File: config.mk
export PLATFORM = sky130hd
export DESIGN_NAME = operand_queue
export DESIGN_NICKNAME = d
export VERILOG_FILES = /design/src/rtl/operand_queue_pkg.sv /design/src/rtl/operand_queue_ctrl.sv /design/src/rtl/operand_queue.sv
export SDC_FILE = /design/constraint.sdc
export NUM_CORES = 1
export LEC_CHECK = 0
export ABC_AREA = 1
export ABC_CLOCK_PERIOD_IN_PS = 2500
export BUFFER_PORTS_ARGS = -buffer_cell sky130_fd_sc_hd__buf_2
export CAP_MARGIN = 20
export CELL_PAD_IN_SITES_DETAIL_PLACEMENT = 1
export CELL_PAD_IN_SITES_GLOBAL_PLACEMENT = 2
export CORE_MARGIN = 1
export CORE_UTILIZATION = 35
export CTS_BUF_LIST = sky130_fd_sc_hd__clkbuf_16
export DETAILED_ROUTE_END_ITERATION = 10
export GPL_TIMING_DRIVEN = 0
export HOLD_SLACK_MARGIN = 0.02
export PLACE_DENSITY = 0.74
export SLEW_MARGIN = 20
export SYNTH_ARGS = -nofsm -noshare
export SYNTH_HDL_FRONTEND = slang
export SYNTH_SLANG_ARGS = --single-unit
export TNS_END_PERCENT = 10
File: constraint.sdc
create_clock -name clk -period 2.5 [get_ports clk]
set_clock_uncertainty 0.2 [all_clocks]
set_input_delay 0.25 -clock clk [delete_from_list [all_inputs] [get_ports clk]]
set_output_delay 0.25 -clock clk [all_outputs]
set_load 0.01 [all_outputs]
File: src/rtl/operand_queue_pkg.sv
// Shared definitions for the operand queue: default geometry, width helpers
// and the per-cycle request encoding used by the control block.
package operand_queue_pkg;

  localparam int unsigned DEFAULT_WIDTH = 16;
  localparam int unsigned DEFAULT_DEPTH = 4;

  // Bits needed to address DEPTH entries.
  function automatic int unsigned ptr_width(input int unsigned depth);
    return $clog2(depth);
  endfunction

  // Occupancy needs one extra bit so that DEPTH itself is representable.
  function automatic int unsigned cnt_width(input int unsigned depth);
    return $clog2(depth) + 1;
  endfunction

  // Pointers wrap by plain overflow, so DEPTH must be a power of two.
  function automatic bit is_pow2_ge2(input int unsigned depth);
    return (depth >= 2) && ((depth & (depth - 1)) == 0);
  endfunction

  // Request seen in one cycle, encoded as {load, pop}.
  typedef enum logic [1:0] {
    OP_NONE = 2'b00,
    OP_POP  = 2'b01,
    OP_LOAD = 2'b10,
    OP_BOTH = 2'b11
  } op_e;

endpackage

File: src/rtl/operand_queue_ctrl.sv
// Pointer, occupancy and error-flag bookkeeping for the operand queue.
// Flush outranks load/pop; the storage array lives in the parent.
module operand_queue_ctrl
  import operand_queue_pkg::*;
#(
  parameter int unsigned DEPTH = DEFAULT_DEPTH,
  localparam int unsigned PW   = ptr_width(DEPTH),
  localparam int unsigned CW   = cnt_width(DEPTH)
) (
  input  logic          clk,
  input  logic          rst_n,
  input  logic          load_i,
  input  logic          pop_i,
  input  logic          flush_i,
  output logic          wr_en_o,
  output logic [PW-1:0] wr_ptr_o,
  output logic [PW-1:0] rd_ptr_o,
  output logic [CW-1:0] count_o,
  output logic          valid_o,
  output logic          full_o,
  output logic          overflow_o,
  output logic          underflow_o
);

  logic [PW-1:0] wr_ptr_q, wr_ptr_d;
  logic [PW-1:0] rd_ptr_q, rd_ptr_d;
  logic [CW-1:0] count_q, count_d;
  logic          overflow_q, overflow_d;
  logic          underflow_q, underflow_d;
  logic          wr_en;
  logic          valid;
  logic          full;
  op_e           op;

  assign op    = op_e'({load_i, pop_i});
  assign valid = (count_q != '0);
  assign full  = (count_q == CW'(DEPTH));

  // Next-state: flush clears everything, otherwise resolve the load/pop pair.
  always_comb begin
    wr_ptr_d    = wr_ptr_q;
    rd_ptr_d    = rd_ptr_q;
    count_d     = count_q;
    overflow_d  = overflow_q;
    underflow_d = underflow_q;
    wr_en       = 1'b0;
    if (flush_i) begin
      wr_ptr_d    = '0;
      rd_ptr_d    = '0;
      count_d     = '0;
      overflow_d  = 1'b0;
      underflow_d = 1'b0;
    end else begin
      case (op)
        OP_LOAD: begin
          if (!full) begin
            wr_en    = 1'b1;
            wr_ptr_d = wr_ptr_q + 1'b1;
            count_d  = count_q + 1'b1;
          end else begin
            overflow_d = 1'b1;
          end
        end
        OP_POP: begin
          if (valid) begin
            rd_ptr_d = rd_ptr_q + 1'b1;
            count_d  = count_q - 1'b1;
          end else begin
            underflow_d = 1'b1;
          end
        end
        OP_BOTH: begin
          // A full queue still accepts the load because the pop frees a slot.
          wr_en    = 1'b1;
          wr_ptr_d = wr_ptr_q + 1'b1;
          if (valid) begin
            rd_ptr_d = rd_ptr_q + 1'b1;
          end else begin
            // No bypass: the pop has nothing to take, the load still lands.
            count_d     = CW'(1);
            underflow_d = 1'b1;
          end
        end
        default: ;
      endcase
    end
  end

  // State register with asynchronous clear.
  always_ff @(posedge clk or negedge rst_n) begin
    if (!rst_n) begin
      wr_ptr_q    <= '0;
      rd_ptr_q    <= '0;
      count_q     <= '0;
      overflow_q  <= 1'b0;
      underflow_q <= 1'b0;
    end else begin
      wr_ptr_q    <= wr_ptr_d;
      rd_ptr_q    <= rd_ptr_d;
      count_q     <= count_d;
      overflow_q  <= overflow_d;
      underflow_q <= underflow_d;
    end
  end

  assign wr_en_o     = wr_en;
  assign wr_ptr_o    = wr_ptr_q;
  assign rd_ptr_o    = rd_ptr_q;
  assign count_o     = count_q;
  assign valid_o     = valid;
  assign full_o      = full;
  assign overflow_o  = overflow_q;
  assign underflow_o = underflow_q;

endmodule

File: src/rtl/operand_queue.sv
// DEPTH-entry operand FIFO between the memory buffer register and the ALU.
// Holds the storage array and the zero-when-empty head mux.
module operand_queue
  import operand_queue_pkg::*;
#(
  parameter int unsigned WIDTH = DEFAULT_WIDTH,
  parameter int unsigned DEPTH = DEFAULT_DEPTH,
  localparam int unsigned PW   = ptr_width(DEPTH),
  localparam int unsigned CW   = cnt_width(DEPTH)
) (
  input  logic             clk,
  input  logic             rst_n,
  input  logic             load,
  input  logic [WIDTH-1:0] load_data,
  input  logic             pop,
  input  logic             flush,
  output logic [WIDTH-1:0] head_data,
  output logic             valid,
  output logic             full,
  output logic [CW-1:0]    count,
  output logic             overflow,
  output logic             underflow
);

  if (!is_pow2_ge2(DEPTH)) begin : g_bad_depth
    $error("operand_queue: DEPTH must be a power of two and at least 2");
  end

  logic [WIDTH-1:0] mem_q [DEPTH];
  logic             wr_en;
  logic [PW-1:0]    wr_ptr;
  logic [PW-1:0]    rd_ptr;

  operand_queue_ctrl #(
    .DEPTH (DEPTH)
  ) u_ctrl (
    .clk         (clk),
    .rst_n       (rst_n),
    .load_i      (load),
    .pop_i       (pop),
    .flush_i     (flush),
    .wr_en_o     (wr_en),
    .wr_ptr_o    (wr_ptr),
    .rd_ptr_o    (rd_ptr),
    .count_o     (count),
    .valid_o     (valid),
    .full_o      (full),
    .overflow_o  (overflow),
    .underflow_o (underflow)
  );

  // Operand storage; deliberately not reset, contents are guarded by valid.
  always_ff @(posedge clk) begin
    if (wr_en) begin
      mem_q[wr_ptr] <= load_data;
    end
  end

  // Head is read from registered state only, so load_data never reaches it
  // in the same cycle.
  assign head_data = valid ? mem_q[rd_ptr] : '0;

endmodule

**After elaboration in Yosys (flattened, before gate mapping)**

Memories as Yosys holds them, arrays and structs flattened.
Index checks and enable logic that the tools add are counted.

- Register bits: 9
- Bits in latches: 0
- RAM bits: 64
- Memory bits (read-only): 0
- Input bits: 21
- Output and inout bits: 23
- Logic and storage cells: 54
- Memories: 1

- $add $sub $neg: 4
- Multiply operators: 0
- Divide/modulo/power cells: 0
- Magnitude comparators: 0
- Eq/ne operators: 8
- Shift operators: 0
- Muxes and demuxes: 23
- Bitwise logic cells: 0
- Reductions and logical operators: 13

Memory list:

| name | words | width | rd ports | clocked after memory_dff | wr ports | RTL line | text |
|---|---|---|---|---|---|---|---|
| mem_q | 4 | 16 | 1 | 0 | 1 | operand_queue.sv:29 | `logic [WIDTH-1:0] mem_q [DEPTH];` |

Operator list:

| cell | count |
|---|---|
| two-way mux 16 bit | 1 |
| two-way mux 3 bit | 4 |
| two-way mux 1 bit | 10 |
| two-way mux 2 bit | 5 |
| inequality test 3 bit, second input constant | 3 |
| one-hot mux 3 bit (3 select lines) | 1 |
| AND reduction 2 bit | 4 |
| nonzero test 2 bit | 4 |
| nonzero test 3 bit | 2 |
| adder 2 x 1 -> 2 bit, second input constant | 2 |
| == test 2 bit, second input constant | 2 |
| one-hot mux 2 bit (2 select lines) | 1 |
| AND reduction 4 bit | 1 |
| nonzero test 4 bit | 1 |
| adder 3 x 1 -> 3 bit, second input constant | 1 |
| == test 3 bit, second input constant | 1 |
| subtractor 3 x 1 -> 3 bit, second input constant | 1 |
| == test 2 x 1 -> 1 bit, second input constant | 1 |
| inequality test 2 bit, second input constant | 1 |
| one-hot mux 1 bit (2 select lines) | 1 |
| OR reduction 2 bit | 1 |

**Longest topological paths before layout**

Gate-level depths: netlist of the first run.

- Depth after elaboration: 6
- Mapped depth: 12
- Depth with buffers taken out: 12

**Modules after synthesis**

Synthesis of the first run repeated with hierarchy kept, for this count alone.

- Cell total of the unflattened synthesis: 334
- Area, all modules: 3349.5 um2

Modules (own cells, without submodules):

| module | instances | cells an instance | area an instance (um2) |
|---|---|---|---|
| operand_queue | 1 | 261 | 2773.9 |
| operand_queue_ctrl | 1 | 73 | 575.6 |

**Worst setup path before layout of the first run**

OpenSTA, ideal clock, no wires.

- Path kind: flip-flop to flip-flop
- From: register u_ctrl.count_q[0], in the netlist u_ctrl.count_o[0]
- To: memory mem_q[0][0] (netlist bit) (enable)
- Library setup time: 0.389 ns
- Arrival: 1.577 ns
- Required time: 1.911 ns
- Slack: 0.334 ns
- Cell stages (with the launch flop): 7
- Cell sequence: dfrtp_1 > nor2_4 > nand2_2 > nand2_1 > nand2_1 > nand2_1 > nor2_1

- Cells in the longest elaborated chain, start to end: 6

RTL lines:

| element | RTL line | text |
|---|---|---|
| from (decl) | operand_queue_ctrl.sv:27 | `logic [CW-1:0] count_q, count_d;` |
| from (signal assigned) | operand_queue_ctrl.sv:100 | `count_q <= count_d;` |
| == test 3 bit | operand_queue_ctrl.sv:37 | `assign full = (count_q == CW'(DEPTH));` |
| two-way mux 1 bit | operand_queue_ctrl.sv:56 | `if (!full) begin` |
| one-hot mux 1 bit (2 select lines) | operand_queue_ctrl.sv:54 | `case (op)` |
| two-way mux 1 bit | operand_queue_ctrl.sv:47 | `if (flush_i) begin` |
| two-way mux 1 bit | operand_queue.sv:54 | `if (wr_en) begin` |
| two-way mux 1 bit (implied by the code) | operand_queue.sv:55 | `mem_q[wr_ptr] <= load_data;` |
| to (decl) | operand_queue.sv:29 |  |

Every way passes these cells.

**Final worst setup path of the first run**

- From: register u_ctrl.count_q[1], in the netlist u_ctrl.count_o[1]
- To: memory mem_q[1][14] (netlist bit) (enable)

Same word-level chain as after synthesis.

==> results of run 1 <==
## sequential cells by signal (all words and copies together), names as in the netlist
register,count
u_ctrl.overflow_o,1
u_ctrl.rd_ptr_o,2
u_ctrl.underflow_o,1
mem_q,64
u_ctrl.wr_ptr_o,2
u_ctrl.count_o,3
## placed cells by master (no fill, tap or decap), types with 3 or more instances in the layout
cell type / netlist / layout
dlygate4sd3_1: 0 / 18
o21ai_0: 34 / 34
nor2_1: 73 / 69
nand2_2: 4 / 4
clkbuf_16: 0 / 9
buf_4: 5 / 5
a21oi_1: 17 / 17
dfrtp_1: 9 / 9
edfxtp_1: 64 / 64
o21ai_1: 3 / 3
inv_2: 5 / 5
inv_1: 14 / 14
nor2_2: 1 / 5
buf_2: 2 / 45
nand3_1: 6 / 6
nand2_1: 22 / 22
ha_1: 5 / 5
buf_8: 0 / 4
## power by group
| part | switching [mW] | leakage, nW | internal, mW |
|---|---|---|---|
| Sequential | 0.0426 | 0.700 | 1.41 |
| Combinational | 0.658 | 0.770 | 0.398 |
| Clock | 0.470 | 0.153 | 0.864 |
## per-stage QoR
| step | util | cells |
|---|---|---|
| 3_3_place_gp | 0.400 | 427 |
| 6_report | 0.464 | 464 |
| 3_5_place_dp | 0.408 | 431 |
| 2_1_floorplan | - | 276 |
| 4_1_cts | 0.464 | 464 |
| 5_1_grt | 0.464 | 464 |
## critical path, stage by stage (launching register included)
cell and delay [ns]:
dfrtp_1 0.48, nor2_4 0.07, nand2_2 0.07, nand2_1 0.09, nand2_1 0.12, nand2_1 0.16
nor2_2 0.48, buf_8 0.22
## routing by layer
metal / GRT usage / vias to the layer above / share of wire
met5: 0 / - / 0
met4: 0.0699 / 0 / 0.017
met3: 0.0258 / 11 / 0.030
met2: 0.307 / 39 / 0.52
met1: 0.207 / 1071 / 0.44
li1: - / 1095 / -
## logic make-up after synthesis
kind of cell	share of synthesized area
xor+xnor	0.00281
buf+inv	0.0486
compound gates	0.0939
fa+ha+maj	0.0201
simple gates	0.146
flops	0.689
## path summary, 6_finish.rpt
check,depth (start not counted),endpoint,slack [ns],startpoint
worst max-delay path,7,mem_q[1][14]$_DFFE_PP_,0.31,u_ctrl.count_o[1]$_DFFE_PN0P_
worst min-delay path,3,u_ctrl.overflow_o$_DFFE_PN0P_,0.05,load
worst max register to register,7,mem_q[1][14]$_DFFE_PP_,0.31,u_ctrl.count_o[1]$_DFFE_PN0P_
worst min register to register,2,u_ctrl.underflow_o$_DFFE_PN0P_,0.31,u_ctrl.underflow_o$_DFFE_PN0P_
max in group asynchronous,2,u_ctrl.rd_ptr_o[1]$_DFFE_PN0P_,1.79,rst_n
min in group asynchronous,2,u_ctrl.count_o[2]$_DFFE_PN0P_,0.10,rst_n
## cell type report
cell class / count / area share
Buffer: 11 / 0.0199
Clock buffer: 9 / 0.0559
Clock inverter: 6 / 0.0205
Inverter: 19 / 0.0177
Multi-Input combinational cell: 173 / 0.206
Sequential cell: 73 / 0.533
Tap cell: 108 / 0.0336
Timing Repair Buffer: 65 / 0.113
## synthesized netlist by cell type, drive strengths merged
cell type	n
o21ai	37
dfrtp	9
clkbuf	2
inv	19
buf	9
o22ai	1
nor2	75
o31ai	1
xor2	1
edfxtp	64
nand3	8
a21oi	18
nand2	26
ha	5
nand4	1
==> reports/results.ini, run 1 <==
[placement]
gp_congestion=0.720
place_ws_ns=0.286
io_buffers=43
dp_hpwl_mm=4.98
dpl-instance-area_mm2=0.00354

[final_layout]
multi_input_area_um2=830
drive_gt1_frac=0.253
final_area_mm2=0.00403
regArea_mm2=0.00215
diodes=0
nets=378
num-fill-cells=980
syn_to_final_growth_pct=29.1

[die]
die_y_um=96.4
core_area_mm2=0.00868
io_pins=44
rows=34
initial_core_util=0.359
die_x_um=96.4
dieArea_mm2=0.00929

[timing]
finalCriticalPeriod_ns=2.19
period_share=0.876
finalHoldViolations=0
layout_setup_ws_ns=0.309
holdWs_ns=0.0531
rsz0062_at_grt=no
slew_viol_final=0
setup-tns-final_ns=0
worst_pin_slew_ns=0.563
relSlewSlack=0.624
fmax_mhz=456
setup_viol=0

[detailed_routing]
drt_iter0_markers=47
drt_wl_total_mm=7.21
post_drt_via_cell_ratio=4.78
drc_errors=0
vias=2216
ant_nets=0
firstDrtPassIters=4
wl_per_cell_um=15.5

[critical_path]
critPathMaxFanout=9
required_ns=2.34
endpoint_kind=flip-flop
critical_path_arrival_ns=2.03
start_kind=flip-flop
critPathKind=reg2reg

[clock_tree]
clk_latency_ns=0.33
path_clk_slew_ns=0.06
cts-root-buf=clkbuf_16
clock_tree.buffer_depth=2
cts_setup_buffers=0
htreeDepth=3
cts_inserted_buffers=9
cts_tree=yes
clock_sinks=73
ctsResizeCount=0
postCtsHoldBufs=18

[grt]
grt_pass1_vias=2271
grt_max_degree=13
grt_pass1_wl_mm=11.4
grtUsageTotal=0.172
antenna_found_initial=0
overflow=0

[power_and_ir_drop]
peakVddDrop_mv=0.383
power_density_mw_per_mm2=955
total_power_mw=3.85
power_leakage_nw=1.62

[run]
max_cap_violations=0

[synth]
synth_top_area_share=0.616
ys_seq_area_frac=0.689
synthDistinctLibCells=24
synth.avg_cell_area_um2=11.3
synth_area_leaders=edfxtp_1, nor2_1, dfrtp_1
synth.net_count=302
syn-cell-area_mm2=0.00312
ys_ff_latch=73
yosysWarnings=0
syn-instance-count=276
yosysTopAreaCell=edfxtp_1

[outcome]
run_status=finished, final reports clean

[worst_hold_path]
hp-class=in2reg

Note: power is estimated with default switching activity, not from simulation.
==> run 2, diff against run 1 <==
--- a/config.mk
+++ b/config.mk
@@ -18,6 +18,7 @@
 export GPL_TIMING_DRIVEN = 0
 export HOLD_SLACK_MARGIN = 0.02
 export PLACE_DENSITY = 0.74
+export REMOVE_ABC_BUFFERS = 1
 export SLEW_MARGIN = 20
 export SYNTH_ARGS = -nofsm -noshare
 export SYNTH_HDL_FRONTEND = slang
==> run 2 against run 1 <==
Non-clock buffer count down 11. Critical path type is now reg2out. Final cell count down 2.2%. Wire length fell by 8.3%. Flip-flop and latch count is the same. Highest routed layer unchanged. Clock-buffer cell count unchanged. Design area is 0.93% lower. Combinational power shrank 18%. Largest power group unchanged. Largest cell class unchanged. Worst setup slack lost 0.11 ns. Global-route usage shrank 1.5 points.
==> reports/results.ini, run 2 (synthesis gave the netlist of run 1 again) <==
[placement]
gp_congestion=0.694
dp_hpwl_mm=4.20
dp_cells=420
io_buffers=43

[power_and_ir_drop]
peakVddDrop_mv=0.413
power_density_mw_per_mm2=976
power_leakage_nw=1.58

[detailed_routing]
vias=2137
firstDrtPassIters=4
drc_errors=0
drt_wl_total_mm=6.61
wl_per_cell_um=14.6
drt_iter0_markers=83
post_drt_via_cell_ratio=4.71
ant_nets=0

[timing]
holdWs_ns=0.0375
fmax_mhz=434
finalHoldViolations=0
rsz0062_at_grt=no
slew_viol_final=0
period_share=0.921
relSlewSlack=0.626
worst_pin_slew_ns=0.560
setup_viol=0
finalCriticalPeriod_ns=2.30

[grt]
overflow=0
met3_usage=0.0430
antenna_found_initial=0
grt_pass1_vias=2104
grtUsageTotal=0.157
use_met1=0.194
busiest_layer=met2
grt_pass1_wl_mm=10.4
use_met2=0.268
grt_max_degree=36

[critical_path]
cp_top_family=flip-flops
critical_path_arrival_ns=1.85
crit_buf_inv=2
critPathKind=reg2out
required_ns=2.05
endpoint_kind=output port
crit_chain=inv_4, o21ai_0, a21oi_1, buf_2
start_kind=flip-flop
crit_slowest_cell=dfrtp_4
critPathMaxFanout=35
critPathMaxStageDelay_ns=0.65

[final_layout]
top_register=mem_q
multi_input_area_um2=830
final_cell_mix=nor2_1, edfxtp_1, buf_2
num-fill-cells=973
regArea_mm2=0.00215
diodes=0
syn_to_final_growth_pct=27.9
final_common_cell=nor2_1
stdcell_count=454
nets=367
largest_reg_flops=64
drive_gt1_frac=0.240

[clock_tree]
htreeDepth=3
cts_inserted_buffers=9
clk_latency_ns=0.33
cts_tree=yes
clock_sinks=73
cts-root-buf=clkbuf_16
clock_tree.buffer_depth=2
path_clk_slew_ns=0.06

[die]
dieArea_mm2=0.00929
rows=34
initial_core_util=0.359
die_x_um=96.4
io_pins=44
core_area_mm2=0.00868
die_y_um=96.4

[outcome]
run_status=finished, final reports clean

[run]
max_cap_violations=0

[worst_hold_path]
hp-class=in2reg

==> run 2: cell types whose count changed in the layout (fill, tap and decap cells not counted), sizes merged <==
cell,before,now
buf,56,47
clkbuf,11,9
bufinv,2,3
clkinv,3,2
inv,20,21
==> run 2: final cells by class <==
cell class | instances | share of cell area
inverter | 19 | 0.0185
sequential | 73 | 0.540
clock buffer | 9 | 0.0565
tap | 108 | 0.0339
clock inverter | 7 | 0.0314
timing repair buffer | 65 | 0.112
multi-input combinational | 173 | 0.208
==> run 2: layer usage <==
layer  part of all wire  routed length (um)
met1               0.46                3020
met2               0.49                3250
met3              0.039                 260
met4              0.012                  81
met5                  0                   0
==> run 2: stage by stage <==
stage               total power [mW]  setup TNS (ns)  cell area (um^2)   util  setup WS, ns
global route                    4.10               0              3990  0.460        0.0829
CTS                             3.95               0              3990  0.460         0.161
finish                          3.89               0              3990  0.460         0.198
global placement                2.40          -22.38              3390  0.390        -0.311
detailed placement              2.43               0              3450  0.398         0.227
floorplan                       2.05               0              3040      -         0.334
==> run 2: what timing repair did <==
item / in CTS / in global routing
hold buffers: 18 / 0
resized for setup: 3 / 0
setup buffers: 0 / 0
setup endpoints to repair: 16 / 0
endpoints found under the hold margin: 74 / 0
==> run 2: final timing paths <==
check / startpoint / end / slack [ns] / cells after the start
worst max-delay path: u_ctrl.rd_ptr_o[0]$_DFFE_PN0P_ / head_data[13] / 0.20 / 4
worst min-delay path: load / u_ctrl.overflow_o$_DFFE_PN0P_ / 0.04 / 3
worst max register to register: u_ctrl.count_o[0]$_DFFE_PN0P_ / mem_q[1][4]$_DFFE_PP_ / 0.32 / 7
worst min register to register: u_ctrl.underflow_o$_DFFE_PN0P_ / u_ctrl.underflow_o$_DFFE_PN0P_ / 0.29 / 2
max in group asynchronous: rst_n / u_ctrl.rd_ptr_o[0]$_DFFE_PN0P_ / 1.77 / 2
min in group asynchronous: rst_n / u_ctrl.count_o[2]$_DFFE_PN0P_ / 0.12 / 2
==> run 2: where the power goes <==
group / switching (mW) / leakage [nW] / internal [mW]
sequential: 0.128 / 0.697 / 1.42
clock: 0.495 / 0.171 / 0.984
combinational: 0.540 / 0.714 / 0.329
total: 1.16 / 1.58 / 2.73
==> run 2: worst register-to-register path: stages (launching register included) <==
cell and delay, ns:
dfrtp_1 0.46, nor2_4 0.08, nand2_2 0.08, nand2_1 0.09, nand2_1 0.12, nand2_1 0.15, nor2_2 0.48, buf_6 0.23
